[src/rtl/match_ctrl.sv]
// Pong match referee: turns ball miss flags into one-cycle point pulses and
// sequences serve, play, post-point pause and game-over.
module match_ctrl #(
  parameter int unsigned WIN_SCORE    = 11,
  parameter int unsigned SERVE_FRAMES = 60,
  parameter int unsigned PAUSE_FRAMES = 90
) (
  input  logic       clk50M,
  input  logic       reset,
  input  logic       frame_tick,
  input  logic       miss_left,
  input  logic       miss_right,
  input  logic       btn_start,
  output logic [1:0] score,
  output logic       score_clr,
  output logic       ball_reset,
  output logic       serve_dir,
  output logic       game_over,
  output logic       winner
);

  localparam int unsigned PTS_W = 7;
  localparam int unsigned CNT_W = 8;

  typedef enum logic [2:0] {
    ST_IDLE,
    ST_SERVE,
    ST_PLAY,
    ST_POINT,
    ST_OVER
  } state_t;

  state_t             state_q, state_d;
  logic [CNT_W-1:0]   cnt_q, cnt_d;
  logic [PTS_W-1:0]   pts0_q, pts0_d;
  logic [PTS_W-1:0]   pts1_q, pts1_d;
  logic               start_q, start_d;
  logic [1:0]         score_q, score_d;
  logic               score_clr_q, score_clr_d;
  logic               ball_reset_q, ball_reset_d;
  logic               serve_dir_q, serve_dir_d;
  logic               game_over_q, game_over_d;
  logic               winner_q, winner_d;
  logic               start_rise;

  assign start_rise = btn_start & ~start_q;

  // Next-state, point bookkeeping and registered-output computation
  always_comb begin
    state_d     = state_q;
    cnt_d       = cnt_q;
    pts0_d      = pts0_q;
    pts1_d      = pts1_q;
    start_d     = btn_start;
    score_d     = 2'b00;
    score_clr_d = 1'b0;
    serve_dir_d = serve_dir_q;
    winner_d    = winner_q;

    case (state_q)
      ST_IDLE, ST_OVER: begin
        if (start_rise) begin
          score_clr_d = 1'b1;
          pts0_d      = '0;
          pts1_d      = '0;
          serve_dir_d = 1'b0;
          winner_d    = 1'b0;
          state_d     = ST_SERVE;
        end
      end
      ST_SERVE: begin
        if (cnt_q == CNT_W'(SERVE_FRAMES)) begin
          state_d = ST_PLAY;
        end else if (frame_tick) begin
          cnt_d = cnt_q + CNT_W'(1);
        end
      end
      ST_PLAY: begin
        // Left miss wins ties so only one point is ever awarded per rally
        if (miss_left) begin
          score_d     = 2'b10;
          pts1_d      = pts1_q + PTS_W'(1);
          serve_dir_d = 1'b0;
          state_d     = ST_POINT;
        end else if (miss_right) begin
          score_d     = 2'b01;
          pts0_d      = pts0_q + PTS_W'(1);
          serve_dir_d = 1'b1;
          state_d     = ST_POINT;
        end
      end
      ST_POINT: begin
        if (cnt_q == CNT_W'(PAUSE_FRAMES)) begin
          if (pts0_q == PTS_W'(WIN_SCORE)) begin
            winner_d = 1'b0;
            state_d  = ST_OVER;
          end else if (pts1_q == PTS_W'(WIN_SCORE)) begin
            winner_d = 1'b1;
            state_d  = ST_OVER;
          end else begin
            state_d = ST_SERVE;
          end
        end else if (frame_tick) begin
          cnt_d = cnt_q + CNT_W'(1);
        end
      end
      default: state_d = ST_IDLE;
    endcase

    // Frame counter restarts on every state entry; an entry-edge tick is dropped
    if (state_d != state_q) begin
      cnt_d = '0;
    end

    ball_reset_d = (state_d != ST_PLAY);
    game_over_d  = (state_d == ST_OVER);
  end

  always_ff @(posedge clk50M) begin
    if (reset) begin
      state_q      <= ST_IDLE;
      cnt_q        <= '0;
      pts0_q       <= '0;
      pts1_q       <= '0;
      start_q      <= 1'b0;
      score_q      <= 2'b00;
      score_clr_q  <= 1'b0;
      ball_reset_q <= 1'b1;
      serve_dir_q  <= 1'b0;
      game_over_q  <= 1'b0;
      winner_q     <= 1'b0;
    end else begin
      state_q      <= state_d;
      cnt_q        <= cnt_d;
      pts0_q       <= pts0_d;
      pts1_q       <= pts1_d;
      start_q      <= start_d;
      score_q      <= score_d;
      score_clr_q  <= score_clr_d;
      ball_reset_q <= ball_reset_d;
      serve_dir_q  <= serve_dir_d;
      game_over_q  <= game_over_d;
      winner_q     <= winner_d;
    end
  end

  assign score      = score_q;
  assign score_clr  = score_clr_q;
  assign ball_reset = ball_reset_q;
  assign serve_dir  = serve_dir_q;
  assign game_over  = game_over_q;
  assign winner     = winner_q;

endmodule

[config.mk]
export PLATFORM = sky130hd
export DESIGN_NAME = match_ctrl
export DESIGN_NICKNAME = d
export VERILOG_FILES = /design/src/rtl/match_ctrl.sv
export SDC_FILE = /design/constraint.sdc
export NUM_CORES = 1
export LEC_CHECK = 0
export CAP_MARGIN = 5
export CORE_AREA = 3 3 56 58
export DETAILED_ROUTE_END_ITERATION = 10
export DIE_AREA = 0 0 59 61
export PLACE_DENSITY = 0.89
export SLEW_MARGIN = 20
export SYNTH_ARGS = -nofsm -noshare
export SYNTH_HDL_FRONTEND = slang
export SYNTH_SLANG_ARGS = --single-unit
[constraint.sdc]
create_clock -name clk50M -period 3.3 [get_ports clk50M]
set_input_delay 0.825 -clock clk50M [delete_from_list [all_inputs] [get_ports clk50M]]
set_output_delay 0.825 -clock clk50M [all_outputs]
set_load 0.01 [all_outputs]
==> metrics.md, run 1 <==
| Metric | Value |
|---|---|
| Chip width | `59 um` |
| Post-route ant nets | `0` |
| Largest net degree at the start of global routing | `16` |
| Crit path DAT | `2730 ps` |
| Crit Path Max Fanout | `8` |
| First-pass GRT wire length | `5.409 mm` |
| Final period util | `0.7645` |
| Wirelength per Cell | `13.94 um` |
| Initial antenna violation count | `0` |
| Status | `finished, final reports clean` |
| Cell with the most instances after synthesis | `dfxtp_1` |
| Diode count | `0` |
| Power per cell area | `376.7 nW/um2` |
| Min-Delay Path Class | `flip-flop to flip-flop` |
| Hold-fix buffers at CTS | `0` |
| Post-synthesis sequential area ratio | `0.4167` |
| Register area | `660.6 um2` |
| Synth Register Bits | `33` |
| Setup CP Type | `input pin to flip-flop` |
| Final period demand of the worst path | `2523 ps` |
| Layout area overhead | `11.52%` |
| Measured slew at the worst slew-check pin | `507.1 ps` |
| Ranking of synthesized cells by area | `dfxtp_1, xor2_1, nor2_1` |
| Clock latency at the later pin of the worst-skew pair | `340 ps` |
| Pleak | `0.0006386 uW` |
| Final hold violations | `0` |
| Mapped Cells | `181` |
| Height of the die | `61 um` |
| Vias in the first global route | `1221` |
| Core Box Area | `2710 um2` |
| Final setup fails | `0` |
| Number of flops mapped to enable cells by yosys | `0` |
| Post-synthesis async set-or-reset flop share | `0` |
| Synthesis Warnings | `0` |
| Ys flop type | `dfxtp_1` |
| Total GRT Usage | `0.2040` |
| Fmax | `0.3964 GHz` |
| CP Cell Sequence | `clkdlybuf4s50_1 > or4b_1 > nand2_4 > a211oi_1 > o311ai_4 > nor2_1` |
| TritonCTS clock tree | `yes` |
| RSZ-0062 raised after global routing | `no` |
| Post-Syn Area | `1585 um2` |
| Peak VDD IR | `0.2941 mV` |
| Remaining DRCs | `0` |
| Final WS setup | `777.1 ps` |
| Post-DP HPWL | `2.300 mm` |
| Max-cap violations | `0` |
| Effective utilization at floorplan | `0.5849` |
| GP Congestion | `0.7504` |
| Fin cells | `226` |
| Vias | `1310` |
| Crit path max-delay family | `simple AND/OR/NAND/NOR gates` |
| Clk sinks | `33` |
| Site row count | `19` |
| Fill cells | `221` |
| CP Launch Type | `input pin` |
| DRT iter0 DRCs | `68` |
| Slowest-stage cell, CP | `or4b_1` |
| CTS Root Buffer Type | `clkbuf_4` |
| Clock slew at reported path FFs | `100 ps` |
| Bufs and invs on worst path | `1` |
| CP required | `3510 ps` |
| Setup TNS | `0 ps` |
| Post-synth top area share | `0.4167` |
| Worst R2R Setup Slack | `1230 ps` |
| Slowest Stage Delay on Critical Path | `620 ps` |
| Yosys cell types | `41` |
| Syn_area_per_cell | `8.758 um2` |
| Pre-Repair DR Iteration Count | `4` |
| # resized after CTS | `0` |
| WL final | `3.150 mm` |
| Gr ovfl total | `0` |
| Top cell type by total area after synthesis | `dfxtp_1` |
| CTS max path bufs | `2` |
| Synthesized net count | `192` |
| Crit end category | `flip-flop` |
| # Post-CTS Setup Buffers | `0` |
| Max Slew Vio Count | `0` |
| IO Port Bufs | `12` |
| Final nets | `205` |
| CTS Buf Count | `5` |
| Placed Cells incl. Taps | `218` |
| Power Total | `666.0 uW` |
| Relative slew slack | `0.6609` |
| Fin Clk Skew | `11.98 ps` |
| Share of layout cells above drive strength 1 | `0.06154` |
| Die Area | `3599 um2` |
| CTS HTree Levels | `2` |
| Pre-CTS WS | `473.7 ps` |
| Area of the multi-input gates | `878.3 um2` |
| IO Pins | `13` |
| Commonest cells in the netlist | `dfxtp_1, nor2_1, a21oi_1, nand2_1, xor2_1` |
| Vias per cell | `5.796` |
==> flip-flops by register name, summed over array words and instances, names as in the netlist <==
signal and count:
cnt_q 8, pts0_q 7, pts1_q 7, state_q 3, score 2, ball_reset 1, game_over 1, score_clr 1
serve_dir 1, start_q 1, winner 1
==> stage by stage <==
stage                     utilization  hold slack, ps  area, um2
final                          0.6524           487.6       1768
after global routing           0.6524           523.6       1768
after CTS                      0.6524           488.4       1768
after detailed placement       0.6334           471.1       1717
after global placement         0.6334           464.3       1717
after floorplan                     -           458.3       1585
==> where the power goes <==
| group | internal, uW | total [uW] | switching [uW] |
|---|---|---|---|
| clock network | 81.0 | 212 | 131 |
| registers | 401 | 405 | 4.24 |
| logic | 18.5 | 48.2 | 29.6 |
==> per-layer routing <==
layer	global-route usage	vias to the layer above	wire [um]
met5	0	-	0
met4	0.1068	0	65
met3	0.07021	7	160
met2	0.3344	31	1478
met1	0.2358	596	1446
li1	-	676	-
==> layout by cell type (no fill, tap or decap), types with 2 or more instances in the layout <==
cell type and count:
a211oi_1 2, a21oi_1 12, a31oi_1 2, and2_1 4, and3_1 3, and4_1 2
clkbuf_4 5, clkdlybuf4s50_1 12, clkinv_2 2, dfxtp_1 33, ha_1 5, inv_1 5
nand2_1 12, nand2b_1 4, nand3_1 5, nand4_1 3, nand4bb_1 2, nor2_1 24
nor2b_1 4, nor3_1 6, nor4_1 3, o21ai_0 9, o21ai_1 2, or3_1 4
or4_1 2, xor2_1 11
==> area by class of cell <==
class	count	share of cell area
inverter	5	0.01062
multi-input combinational	137	0.4968
tap	31	0.02194
clock inverter	2	0.005662
sequential	33	0.3737
timing repair buffer	12	0.06794
clock buffer	6	0.02335
==> final timing paths <==
check,cells past startpoint,start,endpoint
max,6,btn_start,cnt_q[0]
min,2,winner,winner
max reg2reg,7,cnt_q[0],cnt_q[7]
min reg2reg,2,winner,winner
==> logic make-up after synthesis <==
logic type,after synthesis,synth area share
buffers and inverters,11,0.02921
flip-flops,33,0.4167
adder cells (fa/ha/maj),5,0.03946
XOR/XNOR,12,0.06630
AO/OA/AOI/OAI,36,0.1468
AND/OR/NAND/NOR,84,0.3015
==> worst reg2reg max path, stage by stage, from the launching register on <==
cell,delay [ps]
dfxtp_1,370
inv_1,100
ha_1,200
nor4b_2,170
a21oi_1,320
nor2_1,200
or4_1,510
a21oi_1,150
Note: power is estimated with default switching activity, not from simulation.
==> run 2: changes to the inputs <==
--- a/config.mk
+++ b/config.mk
@@ -6,10 +6,10 @@
 export NUM_CORES = 1
 export LEC_CHECK = 0
 export CAP_MARGIN = 5
-export CORE_AREA = 3 3 56 58
+export CORE_AREA = 3 3 58 60
 export DETAILED_ROUTE_END_ITERATION = 10
-export DIE_AREA = 0 0 59 61
-export PLACE_DENSITY = 0.89
+export DIE_AREA = 0 0 61 63
+export PLACE_DENSITY = 0.84
 export SLEW_MARGIN = 20
 export SYNTH_ARGS = -nofsm -noshare
 export SYNTH_HDL_FRONTEND = slang
==> constraint.sdc (replaced) <==
create_clock -name clk50M -period 2.36 [get_ports clk50M]
set_input_delay 0.59 -clock clk50M [delete_from_list [all_inputs] [get_ports clk50M]]
set_output_delay 0.59 -clock clk50M [all_outputs]
set_load 0.01 [all_outputs]
==> metrics.md, run 2 (synthesized netlist as in run 1, its figures left out) <==
| Metric | Value |
|---|---|
| Status | `finished, final reports clean` |
| Clock latency at the later pin of the worst-skew pair | `330 ps` |
| WL final | `3.345 mm` |
| Diode count | `0` |
| CTS HTree Levels | `2` |
| WL met2 | `1.771 mm` |
| Crit path DAT | `2330 ps` |
| Vias | `1380` |
| Layout area overhead | `16.34%` |
| Wirelength per Cell | `14.11 um` |
| Setup CP Type | `input pin to flip-flop` |
| Site row count | `20` |
| M1 WL | `1.409 mm` |
| Relative slew slack | `0.6953` |
| Fmax | `0.4703 GHz` |
| Total GRT Usage | `0.1985` |
| Final period util | `0.9009` |
| Clock power frac | `0.301` |
| Hold-fix buffers at CTS | `0` |
| Pre-Repair DR Iteration Count | `4` |
| Final nets | `216` |
| Int Pwr | `700.8 uW` |
| Flop pwr share | `0.613` |
| Switching part of the total power | `0.2417` |
| Power Total | `924.2 uW` |
| CTS Root Buffer Type | `clkbuf_4` |
| CP Launch Type | `input pin` |
| Effective utilization at floorplan | `0.5324` |
| Measured slew at the worst slew-check pin | `453.9 ps` |
| Chip width | `61 um` |
| Final hold violations | `0` |
| Top Metal Used | `met4` |
| Min-Delay Path Class | `flip-flop to flip-flop` |
| Crit end category | `flip-flop` |
| RSZ-0062 raised after global routing | `no` |
| Post-route ant nets | `0` |
| Crit Path Max Fanout | `8` |
| Pleak | `0.0006859 uW` |
| Clock slew at reported path FFs | `90 ps` |
| IO Pins | `13` |
| Share of layout cells above drive strength 1 | `0.1078` |
| Commonest non-fill, non-tap cell in the layout | `dfxtp_1` |
| Max FFs per register | `8` |
| # Post-CTS Setup Buffers | `0` |
| CP required | `2560 ps` |
| Core Box Area | `2978 um2` |
| First-pass GRT wire length | `5.892 mm` |
| Max-cap violations | `0` |
| CTS max path bufs | `2` |
| Power per cell area | `501.1 nW/um2` |
| Die Area | `3843 um2` |
| TritonCTS clock tree | `yes` |
| Vias per cell | `5.823` |
| Height of the die | `63 um` |
| # resized after CTS | `0` |
| Final period demand of the worst path | `2126 ps` |
| DRT iter0 DRCs | `101` |
| Largest Register | `cnt_q` |
| Met3 WL | `129 um` |
| IO Port Bufs | `12` |
| Psw | `223.3 uW` |
| Combinational Power Share | `0.085` |
| Largest net degree at the start of global routing | `15` |
| Initial antenna violation count | `0` |
| Vias in the first global route | `1408` |
| Most frequent cells in the layout | `dfxtp_1, nor2_1, a21oi_1, nand2_1, clkdlybuf4s50_1` |
| Final setup fails | `0` |
| Remaining DRCs | `0` |
| Clk sinks | `33` |
| Peak VDD IR | `0.3008 mV` |
| GP Congestion | `0.7963` |
| CTS Buf Count | `5` |
| Largest regs | `cnt_q: 8 flops, pts0_q: 7 flops, pts1_q: 7 flops` |
| Post-DP HPWL | `2.532 mm` |
| Max Slew Vio Count | `0` |
| Gr ovfl total | `0` |
| Fin Clk Skew | `4.886 ps` |
| Final core utilization | `0.6193` |
==> run 2: routing by layer <==
metal  GRT usage  up-vias
met2      0.3409       34
met3     0.06198        4
met4     0.07588        0
li1            -      693
met1      0.2203      649
met5           0        -
==> run 2: through the flow <==
stage | setup slack [ps] | std cells | setup TNS, ps | hold slack (ps) | instance area (um2)
after floorplan | 455.0 | 181 | 0 | 458.3 | 1585
after global placement | -34.99 | 231 | -244.6 | 471.4 | 1802
after detailed placement | -85.10 | 231 | -924.1 | 480.5 | 1802
after CTS | 247.7 | 237 | 0 | 493.7 | 1844
after global routing | 170.0 | 237 | 0 | 517.5 | 1844
final | 233.9 | 237 | 0 | 488.4 | 1844
==> run 2: final cells by class <==
| cell class | instances | area (um2) |
|---|---|---|
| fillers | 259 | 1134 |
| inverters | 5 | 18.77 |
| clock buffers | 5 | 37.54 |
| clock inverters | 1 | 5.005 |
| flip-flops and latches | 33 | 660.6 |
| well taps | 33 | 41.29 |
| repair buffers | 23 | 202.7 |
| multi-input cells | 137 | 878.3 |
==> run 2: power by group through the flow <==
stage,Combinational [uW],Sequential [uW],Clock [uW]
5_1_grt,86.3,568,313
2_1_floorplan,48.0,576,0
3_3_place_gp,76.7,579,0
3_5_place_dp,78.2,580,0
6_report,78.9,567,278
4_1_cts,78.9,567,284
==> run 2: worst paths after layout <==
check / startpoint / slack (ps) / endpoint / cells after the start
worst max-delay path: btn_start / 230 / cnt_q[3] / 6
worst min-delay path: winner / 490 / winner / 2
worst max register to register: cnt_q[0] / 390 / cnt_q[5] / 7
worst min register to register: winner / 490 / winner / 2
==> run 2: critical path, cell delays in order <==
cell	delay [ps]
clkdlybuf4s50_1	480
or4b_1	520
nand2_4	140
a211oi_1	80
o311ai_4	410
nor2_1	100
==> RTL edit, RTL diff (settings of run 2) <==
Make the reset (`reset`) asynchronous in one clocked block.
--- a/src/rtl/match_ctrl.sv
+++ b/src/rtl/match_ctrl.sv
@@ -118,3 +118,3 @@
 
-  always_ff @(posedge clk50M) begin
+  always_ff @(posedge clk50M or posedge reset) begin
     if (reset) begin
Behaviour: differs if reset is asserted again (counterexample within 4 cycles, from zero or initial values and one cycle with reset high); with reset held inactive, the same outputs for 10 cycles.
==> RTL edit against run 2 <==
  * Worst setup slack better by 0.14 ns
  * Area after synthesis up 8.0%
  * Sequential share of layout area up 6.2 points
  * Critical path type unchanged
  * Highest routed layer unchanged
  * Fmax up 7.1%
  * Critical path depth down 1
  * Routed wire length up 9.1%
  * Sequential cell count unchanged
  * Synthesized cell count down 3.9%
  * Final area up 6.6%
  * Via count up 2.8%
  * Register-to-register slack better by 0.04 ns
Power is not compared: it rests on default switching activity, and its combinational part moved more than twofold at a synthesized area within 25%.
==> RTL edit: results (changes against run 2) <==
The number of gates resized after cts came out at 0 (unchanged). The maximum number of pins on one net before global-route repair is 34 (+19). The worst slew margin relative to its limit came out at 0.563 (-0.133). The total met2 wirelength after detailed routing is 1970 um (+11%). The met1 track demand over resource in global routing came to 0.244 (+0.0241). The number of nets in the synthesized netlist is 185 (-3.6%). The post-detailed-placement cell area came out at 0.00188 mm^2 (+4.4%). For this design, the slowest cell found on the critical path is sky130_fd_sc_hd__clkdlybuf4s50_1. The fraction of layout instances using a drive strength above 1 came out at 0.108 (+0.000404). The first-iteration detailed-routing DRC count is 90 (-11%). The maximum fanout along the worst path is 7 (-1). The delay contributed by the slowest stage of the critical path is 0.54 ns (+0.02 ns). The cell count after placement is 219 (-5.2%). The number of distinct library cell variants in the gate-level netlist after synthesis came out at 45 (+9.8%). The clock skew after layout is 0.00763 ns (+0.00275 ns). The arrival time reported for the critical path endpoint was 2.24 ns (-0.09 ns). The length of routed met3 wiring came to 164 um (+27%). The final layout net count came out at 204 (-5.6%). The mean instance size in the synthesized netlist came out at 9.84 um^2 (+12%). After synthesis, the cell types taking the most area are sky130_fd_sc_hd__dfrtp_1 47%, sky130_fd_sc_hd__nand2_1 4.2%, sky130_fd_sc_hd__ha_1 3.7%, sky130_fd_sc_hd__xor2_1 3.1%, sky130_fd_sc_hd__a21oi_1 2.9%.

The run finished with clean final reports. The via count of the first global-routing pass came out at 1441 (+2.3%). The pre-CTS worst setup slack was 0.0389 ns (+0.124 ns). The post-synthesis sequential area ratio is 0.483 (+0.0665). The largest registers in the layout are cnt_q x8, pts0_q x7, pts1_q x7.

The average vias per placed instance came to 6.25 (+7.3%). The final weighted congestion in routability-driven placement came out at 0.847 (+6.4%). The clock latency at the later pin of the worst-skew pair came to 0.33 ns (about the same). The post-DP HPWL is 2730 um (+7.7%). The buffer cell driving the clock tree root is sky130_fd_sc_hd__clkbuf_4. The global-route wire length before repair is 6270 um (+6.3%). The analysis attributes to cell leakage a power of roughly 0.86 nW.

The global routing met3 resource utilization came out at 0.0537 (-0.00826). The wire length per cell after detailed routing came out at 16.1 um (+14%). The total routed wire length on the met1 layer came out at 1470 um (+4.1%). The commonest cells after synthesis are 32 x sky130_fd_sc_hd__dfrtp_1, 19 x sky130_fd_sc_hd__nand2_1. The overall fraction of global-route tracks in use is 0.213 (+0.0147).

The number of synthesis warnings came out at 0 (unchanged). The biggest area contributor in the post-synthesis netlist is sky130_fd_sc_hd__dfrtp_1. The worst ir drop on vdd came out at slightly below 500 uV. The worst hold path belongs to the class reg2reg. The met2 layer usage reported by global route came out at 0.370 (+0.0294). The total wire length after detailed routing is 3650 um (+9.1%).

The buffer levels on the longest clock path came out at 2 (unchanged). The async set-or-reset flop fraction in the synthesized netlist is 1.00 (+1.00). The CTS buffer count is 5 (unchanged). The number of diodes added for antenna fixing is 0 (unchanged).

The cell family contributing the most delay on the critical path is simple AND/OR/NAND/NOR gates.
RTL edit: changes by cell type after synthesis, moves of 4 or more:
cell                             run 2  this run
sky130_fd_sc_hd__dfrtp_1             0        32
sky130_fd_sc_hd__xnor2_1             1         5
sky130_fd_sc_hd__nor3_1              6         2
sky130_fd_sc_hd__inv_1               5        10
sky130_fd_sc_hd__xor2_1             11         6
sky130_fd_sc_hd__nor2_1             24        10
sky130_fd_sc_hd__nand2_1            12        19
sky130_fd_sc_hd__nand4_1             3         7
sky130_fd_sc_hd__nand3_1             5        10
sky130_fd_sc_hd__dfxtp_1            33         0
RTL edit: final timing paths:
kind	depth (start not counted)	endpoint	startpoint	slack [ns]
worst max-delay path	5	pts1_q[6]	miss_left	0.37
min in group asynchronous	3	game_over	reset	0.64
worst max register to register	6	cnt_q[1]	cnt_q[1]	0.43
worst min-delay path	2	pts0_q[1]	pts0_q[1]	0.53
max in group asynchronous	3	ball_reset	reset	1.39
worst min register to register	2	pts0_q[1]	pts0_q[1]	0.53
RTL edit: cell families (layout without fill, tap and decap cells):
family	after synthesis	after routing	share of synthesized area
flops	33	33	0.483
buf+inv	16	36	0.0431
simple gates	70	70	0.230
xor+xnor	11	11	0.0563
fa+ha+maj	5	5	0.0365
compound gates	38	38	0.145
mux	1	1	0.00585
RTL edit: final cells by class:
type / instances / area, um^2
clock buffers: 7 / 55.1
clock inverters: 1 / 30.0
fillers: 232 / 1010
inverters: 10 / 37.5
multi-input cells: 125 / 811
flip-flops and latches: 33 / 827
well taps: 33 / 41.3
repair buffers: 18 / 165
RTL edit: power breakdown:
part,internal (mW),switching [mW]
Clock,0.253,0.189
Sequential,0.600,0.0570
Combinational,0.0822,0.109
